`src/rtl/fwd_hazard_unit.sv`:
```
// Operand forwarding, load-use interlock and stall-freeze for the
// decode/execute boundary of the pipelined core.
module fwd_hazard_unit #(
  parameter int DATA_W      = 16,
  parameter int REG_AW      = 3,
  parameter int NUM_SRC     = 2,
  parameter int LOAD_LAT    = 1,
  parameter int ZERO_REG_HW = 0
) (
  input  logic                      clk,
  input  logic                      rst,
  input  logic [NUM_SRC*REG_AW-1:0] src_addr,
  input  logic [NUM_SRC-1:0]        src_used,
  input  logic [NUM_SRC*DATA_W-1:0] rf_data,
  input  logic                      ex_wr_en,
  input  logic [REG_AW-1:0]         ex_wr_addr,
  input  logic                      ex_is_load,
  input  logic [DATA_W-1:0]         ex_data,
  input  logic                      wb_wr_en,
  input  logic [REG_AW-1:0]         wb_wr_addr,
  input  logic [DATA_W-1:0]         wb_data,
  input  logic                      pipe_stall,
  input  logic                      flush,
  output logic [NUM_SRC*DATA_W-1:0] op_data,
  output logic [NUM_SRC*2-1:0]      fwd_sel,
  output logic                      load_use_stall,
  output logic                      err
);

  localparam logic [3:0] LAT = 4'(LOAD_LAT);
  localparam logic [1:0] SEL_RF   = 2'b00;
  localparam logic [1:0] SEL_WB   = 2'b01;
  localparam logic [1:0] SEL_EX   = 2'b10;
  localparam logic [1:0] SEL_HOLD = 2'b11;

  typedef enum logic {S_IDLE, S_WAIT} state_t;

  state_t                    state;
  state_t                    stateNext;
  logic [3:0]                luCnt;
  logic [3:0]                luCntNext;
  logic [NUM_SRC-1:0]        zeroSrc;
  logic [NUM_SRC-1:0]        exHit;
  logic [NUM_SRC-1:0]        wbHit;
  logic                      detect;
  logic                      holdValid;
  logic [NUM_SRC*DATA_W-1:0] holdData;
  logic                      errSet;
  logic                      errQ;

  // Per-port producer match; register 0 never matches when hardwired
  always_comb begin
    zeroSrc = '0;
    exHit   = '0;
    wbHit   = '0;
    for (int i = 0; i < NUM_SRC; i++) begin
      zeroSrc[i] = (ZERO_REG_HW != 0) &&
                   (src_addr[i*REG_AW +: REG_AW] == '0);
      exHit[i] = src_used[i] & ex_wr_en & ~zeroSrc[i] &
                 (ex_wr_addr == src_addr[i*REG_AW +: REG_AW]);
      wbHit[i] = src_used[i] & wb_wr_en & ~zeroSrc[i] &
                 (wb_wr_addr == src_addr[i*REG_AW +: REG_AW]);
    end
  end

  // Operand mux: held value beats EX (non-load) beats WB beats RF
  always_comb begin
    op_data = '0;
    fwd_sel = '0;
    for (int i = 0; i < NUM_SRC; i++) begin
      if (holdValid) begin
        op_data[i*DATA_W +: DATA_W] = holdData[i*DATA_W +: DATA_W];
        fwd_sel[i*2 +: 2]           = SEL_HOLD;
      end else if (zeroSrc[i]) begin
        op_data[i*DATA_W +: DATA_W] = '0;
        fwd_sel[i*2 +: 2]           = SEL_RF;
      end else if (exHit[i] && !ex_is_load) begin
        op_data[i*DATA_W +: DATA_W] = ex_data;
        fwd_sel[i*2 +: 2]           = SEL_EX;
      end else if (wbHit[i]) begin
        op_data[i*DATA_W +: DATA_W] = wb_data;
        fwd_sel[i*2 +: 2]           = SEL_WB;
      end else begin
        op_data[i*DATA_W +: DATA_W] = rf_data[i*DATA_W +: DATA_W];
        fwd_sel[i*2 +: 2]           = SEL_RF;
      end
    end
  end

  // Freeze operands on the first stalled edge so retiring WB can't leak in
  always_ff @(posedge clk or negedge rst) begin
    if (!rst) begin
      holdValid <= 1'b0;
      holdData  <= '0;
    end else if (flush || !pipe_stall) begin
      holdValid <= 1'b0;
    end else if (!holdValid) begin
      holdValid <= 1'b1;
      holdData  <= op_data;
    end
  end

  // Load-use FSM state register
  always_ff @(posedge clk or negedge rst) begin
    if (!rst) begin
      state <= S_IDLE;
      luCnt <= '0;
    end else begin
      state <= stateNext;
      luCnt <= luCntNext;
    end
  end

  // Load-use FSM next state; the wait count only advances when the pipe moves
  always_comb begin
    stateNext = state;
    luCntNext = luCnt;
    if (flush) begin
      stateNext = S_IDLE;
      luCntNext = '0;
    end else begin
      case (state)
        S_IDLE: begin
          if (detect && LOAD_LAT > 1) begin
            stateNext = S_WAIT;
            luCntNext = LAT - 4'd1;
          end
        end
        S_WAIT: begin
          if (!pipe_stall) begin
            luCntNext = luCnt - 4'd1;
            if (luCnt == 4'd1) stateNext = S_IDLE;
          end
        end
        default: begin
          stateNext = S_IDLE;
          luCntNext = '0;
        end
      endcase
    end
  end

  // Load-use FSM outputs; flush kills the bubble request that cycle
  always_comb begin
    detect         = (state == S_IDLE) & ex_is_load & (|exHit);
    load_use_stall = ~flush & ((state == S_WAIT) | detect);
  end

  // Sticky error flag for impossible control combinations
  always_ff @(posedge clk or negedge rst) begin
    if (!rst) errQ <= 1'b0;
    else      errQ <= errQ | errSet;
  end

  // Illegal combinations sampled every cycle
  always_comb begin
    errSet = (ex_is_load & ~ex_wr_en) |
             ((state == S_WAIT) & (luCnt == 4'd0)) |
             (luCnt > LAT);
  end

  assign err = errQ;

endmodule
```
`config.mk`:
```
export PLATFORM = sky130hd
export DESIGN_NAME = fwd_hazard_unit
export DESIGN_NICKNAME = d
export VERILOG_FILES = /design/src/rtl/fwd_hazard_unit.sv
export SDC_FILE = /design/constraint.sdc
export NUM_CORES = 1
export LEC_CHECK = 0
export BUFFER_PORTS_ARGS = -buffer_cell sky130_fd_sc_hd__buf_2
export CORE_UTILIZATION = 50
export CTS_CLUSTER_DIAMETER = 30
export DETAILED_ROUTE_END_ITERATION = 7
export HOLD_SLACK_MARGIN = 0.06
export PLACE_DENSITY_LB_ADDON = 0.05
export SLEW_MARGIN = 25
export SYNTH_ARGS = -nofsm -noshare
export SYNTH_HDL_FRONTEND = slang
export SYNTH_SLANG_ARGS = --single-unit
```
`constraint.sdc`:
```
create_clock -name clk -period 3.3 [get_ports clk]
set_clock_uncertainty 0.1 [all_clocks]
set_input_delay 0.495 -clock clk [delete_from_list [all_inputs] [get_ports clk]]
set_output_delay 0.495 -clock clk [all_outputs]
set_load 0.01 [all_outputs]
```
* Word-level counts from Yosys, hierarchy flattened
Index checks and enable logic that the tools add are counted.
** Word-level totals
- Register bits :: 39
- Output and inout bits :: 38
- Word-level logic and storage cells :: 65
** Cells by class
- Add/subtract/negate cells :: 1
- Magnitude comparators :: 1
- Equality and inequality tests :: 6
- Muxes and demuxes :: 20
- Bitwise logic cells :: 22
- Reduce and logical (&&, ||, !) cells :: 10
** Operators by type and width (count)
- $mux W16 :: 6
- $and A1 B1 Y1 :: 13
- $eq A3 B3 Y1 :: 4
- $mux W4 :: 3
- $mux W2 :: 4
- $mux W1 :: 7
- $not A1 Y1 :: 5
- $eq A4 B1 Y1 const B :: 1
- $gt A4 B1 Y1 const B :: 1
- $logic_not A4 Y1 :: 1
- $or A1 B1 Y1 :: 4
- $reduce_and A2 Y1 :: 2
- $sub A4 B1 Y4 const B :: 1
- $logic_and A1 B1 Y1 :: 2
- $logic_not A1 Y1 :: 2
- $ne A2 B1 Y1 const B :: 1
- $reduce_bool A2 Y1 :: 1
- $reduce_or A2 Y1 :: 1
- $logic_or A1 B1 Y1 :: 1

* Longest topological paths before layout
Gate-level depths: netlist of the first run.
- Depth after elaboration :: 6
- Depth in mapped cells :: 7
- Mapped depth without buffers :: 6

* Worst setup path after synthesis of the first run
OpenSTA, ideal clock, no wires.
- Kind :: input-to-output
- From :: input ex_wr_addr[2]
- To :: output op_data[10]
- Arrival :: 1.844 ns
- Data required time :: 2.705 ns
- Slack :: 0.861 ns
- Cell stages on the path :: 5
- Path buffers :: 1
- Cell sequence :: xor2_1 -> nor4_2 -> a21oi_1 -> buf_2 -> a221oi_1
** Between the ends
- Cells in the longest elaborated chain, start to end :: 5
** Ends and longest elaborated chain
- start, declared :: line 16 : input logic [REG_AW-1:0] ex_wr_addr,
- $eq A3 B3 Y1 :: line 60 : (ex_wr_addr == src_addr[i*REG_AW +: REG_AW]);
- $and A1 B1 Y1 :: line 59 : exHit[i] = src_used[i] & ex_wr_en & ~zeroSrc[i] &
- $logic_and A1 B1 Y1 :: line 77 : end else if (exHit[i] && !ex_is_load) begin
- $mux W16 :: line 77
- $mux W16 :: line 71 : if (holdValid) begin
- end, declared :: line 24 : output logic [NUM_SRC*DATA_W-1:0] op_data,
Every way passes these cells.

* Worst setup path in the final report of the first run
- From :: input ex_wr_addr[2]
- To :: output op_data[14]
The elaborated chain is that of the path after synthesis.

==> impl_metrics.py, run 1 <==
metrics = {
    "status": {
        "run_status": "finished, final reports clean",
    },
    "place": {
        "io_buffers": 122,
        "hpwl_mm": 6.29,
        "place_congestion": 0.832,
        "dpl_cell_area_um2": 3610,
        "dp_slack_ns": 0.433,
    },
    "worst_hold_path": {
        "hold_class": "primary input to register",
    },
    "worst_setup_path": {
        "worstPathMaxFanout": 17,
        "slowest_delay_ns": 0.88,
        "crit_family": "simple AND/OR/NAND/NOR gates",
        "crit_buf_inv": 2,
        "critPathSlowestCell": "or4_1",
        "crit_chain": "buf_2, xor2_1, or4_1, nor4_1, a221oi_1, buf_2",
        "cpMostUsedCell": "buf_2",
        "cp.required_ns": 2.70,
        "path_class": "primary input to output port",
        "cp-end-kind": "output port",
        "cp-start-kind": "primary input",
        "reg2reg_setup_slack_ns": 1.22,
        "arrival_ns": 2.31,
    },
    "power_and_ir_drop": {
        "peakVddDrop_mv": 0.309,
        "intPower_uw": 892,
        "seqPwrFrac_pct": 43.3,
        "powerDensity_nw_per_um2": 354,
        "p_clk_share_pct": 24.9,
        "p_comb_share_pct": 31.7,
        "switching_power_uw": 428,
        "switching_share_pct": 32.4,
        "p_leak_nw": 1.70,
    },
    "floorplanning": {
        "fp.dieH_um": 78.6,
        "start_util_pct": 52.7,
        "core.rowCount": 27,
        "ioPinCount": 123,
        "fp.dieW_um": 78.6,
        "die_area_um2": 6180,
        "fp.coreArea_um2": 5570,
    },
    "logic_synthesis": {
        "ys_seq_area_share_pct": 33.2,
        "synth.area.top_cells": "dfrtp_1 (33%), mux2i_1 (11%), inv_1 (6.5%)",
        "synth_edf_count": 0,
        "ys.flop_type": "dfrtp_1",
        "ys_types": 36,
        "synthXorXnorAreaFrac_pct": 4.47,
        "synth-async-reset-ratio_pct": 100,
        "syn_inst": 326,
        "synth.avg_cell_area_um2": 9.01,
        "synth_top_area_share_pct": 33.2,
        "synthAdderAreaFrac_pct": 0.852,
        "synth-simple-area-share_pct": 14.4,
        "synth_area_leader_cell": "dfrtp_1",
        "syn_area_um2": 2940,
        "yosysWarnings": 0,
        "synth_mux_area_share_pct": 10.9,
        "synth_compound_area_share_pct": 24.0,
        "synth_top_family_by_area": "compound AO/OA/AOI/OAI gates",
        "synth_seq_cells": 39,
        "syn_nets": 413,
    },
    "route": {
        "via_per_inst": 5.94,
        "drc": 0,
        "ant_nets": 0,
        "first_pass_iters": 5,
        "drt_iter0_markers": 295,
        "finalWirelength_mm": 8.80,
        "wl_per_cell_um": 17.2,
        "dr_total_vias": 3046,
    },
    "timing": {
        "worst_pin_slew_ns": 0.888,
        "setup_slack_ns": 0.400,
        "setup_tns_ns": 0,
        "min_period_ns": 2.90,
        "rsz0062_at_grt": "false",
        "relSlewSlack_pct": 40.8,
        "final-max-slew-violation-count": 0,
        "fmax_ghz": 0.345,
        "timing.final.hold_violations": 0,
        "setup_viol": 0,
        "holdWs_ns": 0.346,
        "finalCritPeriodShare_pct": 87.9,
    },
    "global_routing": {
        "grt_use_total_pct": 29.8,
        "grt_pass1_vias": 2959,
        "grt_pass1_wl_mm": 14.3,
        "grt_max_degree": 40,
        "antenna_found_initial": 0,
        "overflow": 0,
    },
    "cts": {
        "cts_max_path_buffers": 2,
        "clk_pin_slew_worst_paths_ns": 0.07,
        "root_buffer": "clkbuf_8",
        "numClockSinks": 39,
        "clk_latency_ns": 0.29,
        "cts_max_level": 2,
        "cts_tree": "yes",
        "cts_made_buffers": 5,
        "cts-resized-gates": 0,
    },
    "layout": {
        "areaGrowthSynthToFinish_pct": 27.1,
        "nets": 528,
        "drive_above_1_share_pct": 37.6,
        "diodes": 0,
        "stdcell_area_um2": 3730,
    },
    "job": {
        "max-cap-violations": 0,
    },
}
==> layout by cell type, fill, tap and decap left out, types with 2 or more instances in the layout <==
cell      synthesis  routed
dfrtp_1          39      38
inv_2             3       3
mux2i_1          32      32
nor2b_1           5       4
buf_2            10     122
inv_1            51      51
clkbuf_8          0       6
o21ai_1           2       2
buf_4             2      14
nor2_1            4       4
nor4_1           21      18
nor3_1            2       2
a221oi_1         17      17
a222oi_1         15      15
nand2_1          25      25
xor2_1           14      14
ha_1              2       2
o221ai_2         10      10
o221ai_1         21      21
nor4_2            1       4
nand3_1          17      17
nand2b_1          2       2
==> synthesized netlist by cell type, types with 3 or more instances <==
| library cell | n |
|---|---|
| nand2_1 | 25 |
| xor2_1 | 14 |
| a222oi_1 | 15 |
| nor4_1 | 21 |
| nor2b_1 | 5 |
| buf_6 | 3 |
| buf_2 | 10 |
| clkbuf_1 | 14 |
| a221oi_1 | 17 |
| inv_2 | 3 |
| nor2_1 | 4 |
| inv_1 | 51 |
| o221ai_2 | 10 |
| dfrtp_1 | 39 |
| nand3_1 | 17 |
| mux2i_1 | 32 |
| o221ai_1 | 21 |
==> stage by stage <==
| step | power, mW | utilization (%) | instances |
|---|---|---|---|
| after global placement | 0.985 | 64.8 | 504 |
| after global routing | 1.40 | 66.9 | 513 |
| after detailed placement | 0.993 | 64.8 | 504 |
| final | 1.32 | 66.9 | 513 |
| after CTS | 1.32 | 66.4 | 511 |
| after floorplan | 0.823 | - | 326 |
==> power by group through the flow <==
stage,clock [mW],combinational [mW],sequential [mW]
global placement,0,0.406,0.579
global route,0.353,0.463,0.581
floorplan,0,0.252,0.571
CTS,0.337,0.414,0.572
finish,0.329,0.419,0.573
detailed placement,0,0.411,0.582
==> cell families after synthesis <==
logic type                 after synthesis
DFF                                     39
xor gates and xnor gates                15
adders and majority gates                2
and+or+nand+nor                         81
AOI/OAI and AO/OA                       73
buffers and inverters                   84
muxes                                   32
==> cell type report <==
cell class,count,area [um^2]
Sequential cell,39,977
Multi-Input combinational cell,203,1630
Inverter,54,203
Timing Repair Buffer,138,746
Clock buffer,6,82.6
Tap cell,72,90.1
Fill cell,496,1840
Clock inverter,1,5.00
==> routing by layer <==
layer | GRT usage (%) | wire (um)
met1 | 37.9 | 3660
met2 | 51.8 | 4400
met3 | 5.00 | 628
met4 | 7.78 | 111
met5 | 0 | 0
==> path summary, 6_finish.rpt <==
kind,endpoint,start,cells past startpoint
setup / recovery,op_data[14],ex_wr_addr[2],6
hold / removal,err,ex_wr_en,2
setup reg to reg,holdData[1],holdValid,5
hold reg to reg,holdData[12],holdData[12],2
max in group asynchronous,holdData[28],rst,3
min in group asynchronous,holdData[5],rst,2
==> flip-flops by register name (all words and copies together), names as in the netlist <==
| name | cells |
|---|---|
| holdData | 32 |
| luCnt | 4 |
| err | 1 |
| holdValid | 1 |
| state | 1 |
==> worst reg2reg max path: stages, from the launching register on <==
cell and delay (ns):
dfrtp_2 0.58, nor2b_2 0.20, buf_4 0.26, nand3_1 0.35, buf_4 0.33, o221ai_1 0.18
==> repair_timing <==
item,in CTS,in global routing
buffers inserted,0,0
endpoints found under the hold margin,0,9
hold buffers,0,1
(Power assumes the default switching activity.)
==> inputs of run 2 (changes only) <==
--- a/config.mk
+++ b/config.mk
@@ -6,7 +6,9 @@
 export NUM_CORES = 1
 export LEC_CHECK = 0
 export BUFFER_PORTS_ARGS = -buffer_cell sky130_fd_sc_hd__buf_2
-export CORE_UTILIZATION = 50
+export CELL_PAD_IN_SITES_DETAIL_PLACEMENT = 0
+export CELL_PAD_IN_SITES_GLOBAL_PLACEMENT = 1
+export CORE_UTILIZATION = 38
 export CTS_CLUSTER_DIAMETER = 30
 export DETAILED_ROUTE_END_ITERATION = 7
 export HOLD_SLACK_MARGIN = 0.06
==> impl_metrics.py, run 2 (synthesis gave the netlist of run 1 again) <==
metrics = {
    "timing": {
        "worst_pin_slew_ns": 0.932,
        "fmax_ghz": 0.347,
        "final-max-slew-violation-count": 0,
        "finalCritPeriodShare_pct": 87.3,
        "relSlewSlack_pct": 37.9,
        "min_period_ns": 2.88,
        "timing.final.hold_violations": 0,
        "setup_tns_ns": 0,
        "rsz0062_at_grt": "false",
        "setup_viol": 0,
    },
    "route": {
        "first_pass_iters": 7,
        "via_per_inst": 5.67,
        "wl_per_cell_um": 17.9,
        "drt_iter0_markers": 214,
        "finalWirelength_mm": 9.58,
        "dr_total_vias": 3033,
        "drc": 0,
        "ant_nets": 0,
    },
    "layout": {
        "multiInputGateArea_um2": 1630,
        "stdcell_area_um2": 3730,
        "final_cell_mix": "buf_2 (121), inv_1 (51), dfrtp_1 (38), mux2i_1 (32), nand2_1 (25)",
        "fillCellCount": 743,
        "largest_reg_flops": 32,
        "nets": 523,
        "ff_latch_area_um2": 977,
        "drive_above_1_share_pct": 37.2,
        "reg_top3": "holdData: 32 flops, luCnt: 4 flops",
        "diodes": 0,
        "regMostFlops": "holdData",
        "mostFrequentLayoutCell": "buf_2",
        "areaGrowthSynthToFinish_pct": 27.1,
    },
    "place": {
        "place_congestion": 0.828,
        "hpwl_mm": 6.64,
        "dpl_cell_area_um2": 3640,
        "io_buffers": 122,
    },
    "worst_setup_path": {
        "cp.required_ns": 2.70,
        "cp-start-kind": "primary input",
        "cp-end-kind": "output port",
        "worstPathMaxFanout": 20,
        "arrival_ns": 2.29,
        "path_class": "primary input to output port",
        "reg2reg_depth": 5,
    },
    "floorplanning": {
        "die_area_um2": 8080,
        "start_util_pct": 39.8,
        "fp.dieW_um": 89.9,
        "core.rowCount": 31,
        "fp.coreArea_um2": 7370,
        "fp.dieH_um": 89.9,
        "ioPinCount": 123,
    },
    "power_and_ir_drop": {
        "powerDensity_nw_per_um2": 357,
        "p_leak_nw": 1.68,
        "power_mw": 1.33,
        "peakVddDrop_mv": 0.151,
    },
    "cts": {
        "cts-resized-gates": 0,
        "cts_tree": "yes",
        "cts_made_buffers": 5,
        "clk_latency_ns": 0.29,
        "root_buffer": "clkbuf_8",
        "post-cts-setup-buffer-count": 0,
        "numClockSinks": 39,
        "cts_max_path_buffers": 2,
        "clk_pin_slew_worst_paths_ns": 0.08,
        "ctsHoldBuffers": 0,
        "cts_max_level": 2,
    },
    "global_routing": {
        "grt_pass1_wl_mm": 15.0,
        "grt_max_degree": 40,
        "antenna_found_initial": 0,
        "grt_pass1_vias": 2833,
        "grt_use_total_pct": 23.4,
        "overflow": 0,
    },
    "job": {
        "max-cap-violations": 0,
    },
    "status": {
        "run_status": "finished, final reports clean",
    },
    "worst_hold_path": {
        "hold_class": "primary input to async pin",
    },
}
run 2: power breakdown:
group | switching (mW) | internal (mW)
logic | 0.234 | 0.181
registers | 0.0317 | 0.543
clock network | 0.176 | 0.164
total | 0.442 | 0.888
run 2: critical path: stages:
cell and delay, ns:
buf_2 0.12, xor2_1 0.25, nor4_2 0.11, buf_12 0.17, nor2_2 0.69, a222oi_1 0.22, buf_2 0.21
run 2: path summary, 6_finish.rpt:
check,slack (ns),from,to
setup reg to reg,0.91,holdValid,holdData[31]
min in group clk,0.34,ex_wr_en,err
hold / removal,0.07,rst,err
setup / recovery,0.42,src_addr[5],op_data[29]
hold reg to reg,0.39,holdData[11],holdData[11]
max in group asynchronous,2.64,rst,holdValid
run 2: layout make-up:
class / count / area share [%]
Tap cell: 99 / 3.32
Clock inverter: 1 / 0.134
Timing Repair Buffer: 133 / 19.0
Multi-Input combinational cell: 203 / 43.7
Inverter: 54 / 5.43
Clock buffer: 6 / 2.21
Sequential cell: 39 / 26.2
run 2: per-stage QoR:
step	setup WS [ns]	hold WS (ns)	util, %	cells
finish	0.417	0.0695	50.6	535
global placement	0.524	0.370	49.4	528
global route	0.309	0.114	50.6	535
detailed placement	0.489	0.373	49.4	528
floorplan	0.861	0.0994	-	326
CTS	0.474	0.273	50.6	535
run 2: layer usage:
layer | global-route usage [%] | up-vias | part of all wire, %
met3 | 3.81 | 7 | 5.2
li1 | - | 1443 | -
met2 | 38.3 | 105 | 48
met1 | 32.2 | 1478 | 46
met5 | 0 | - | 0
met4 | 6.05 | 0 | 0.72
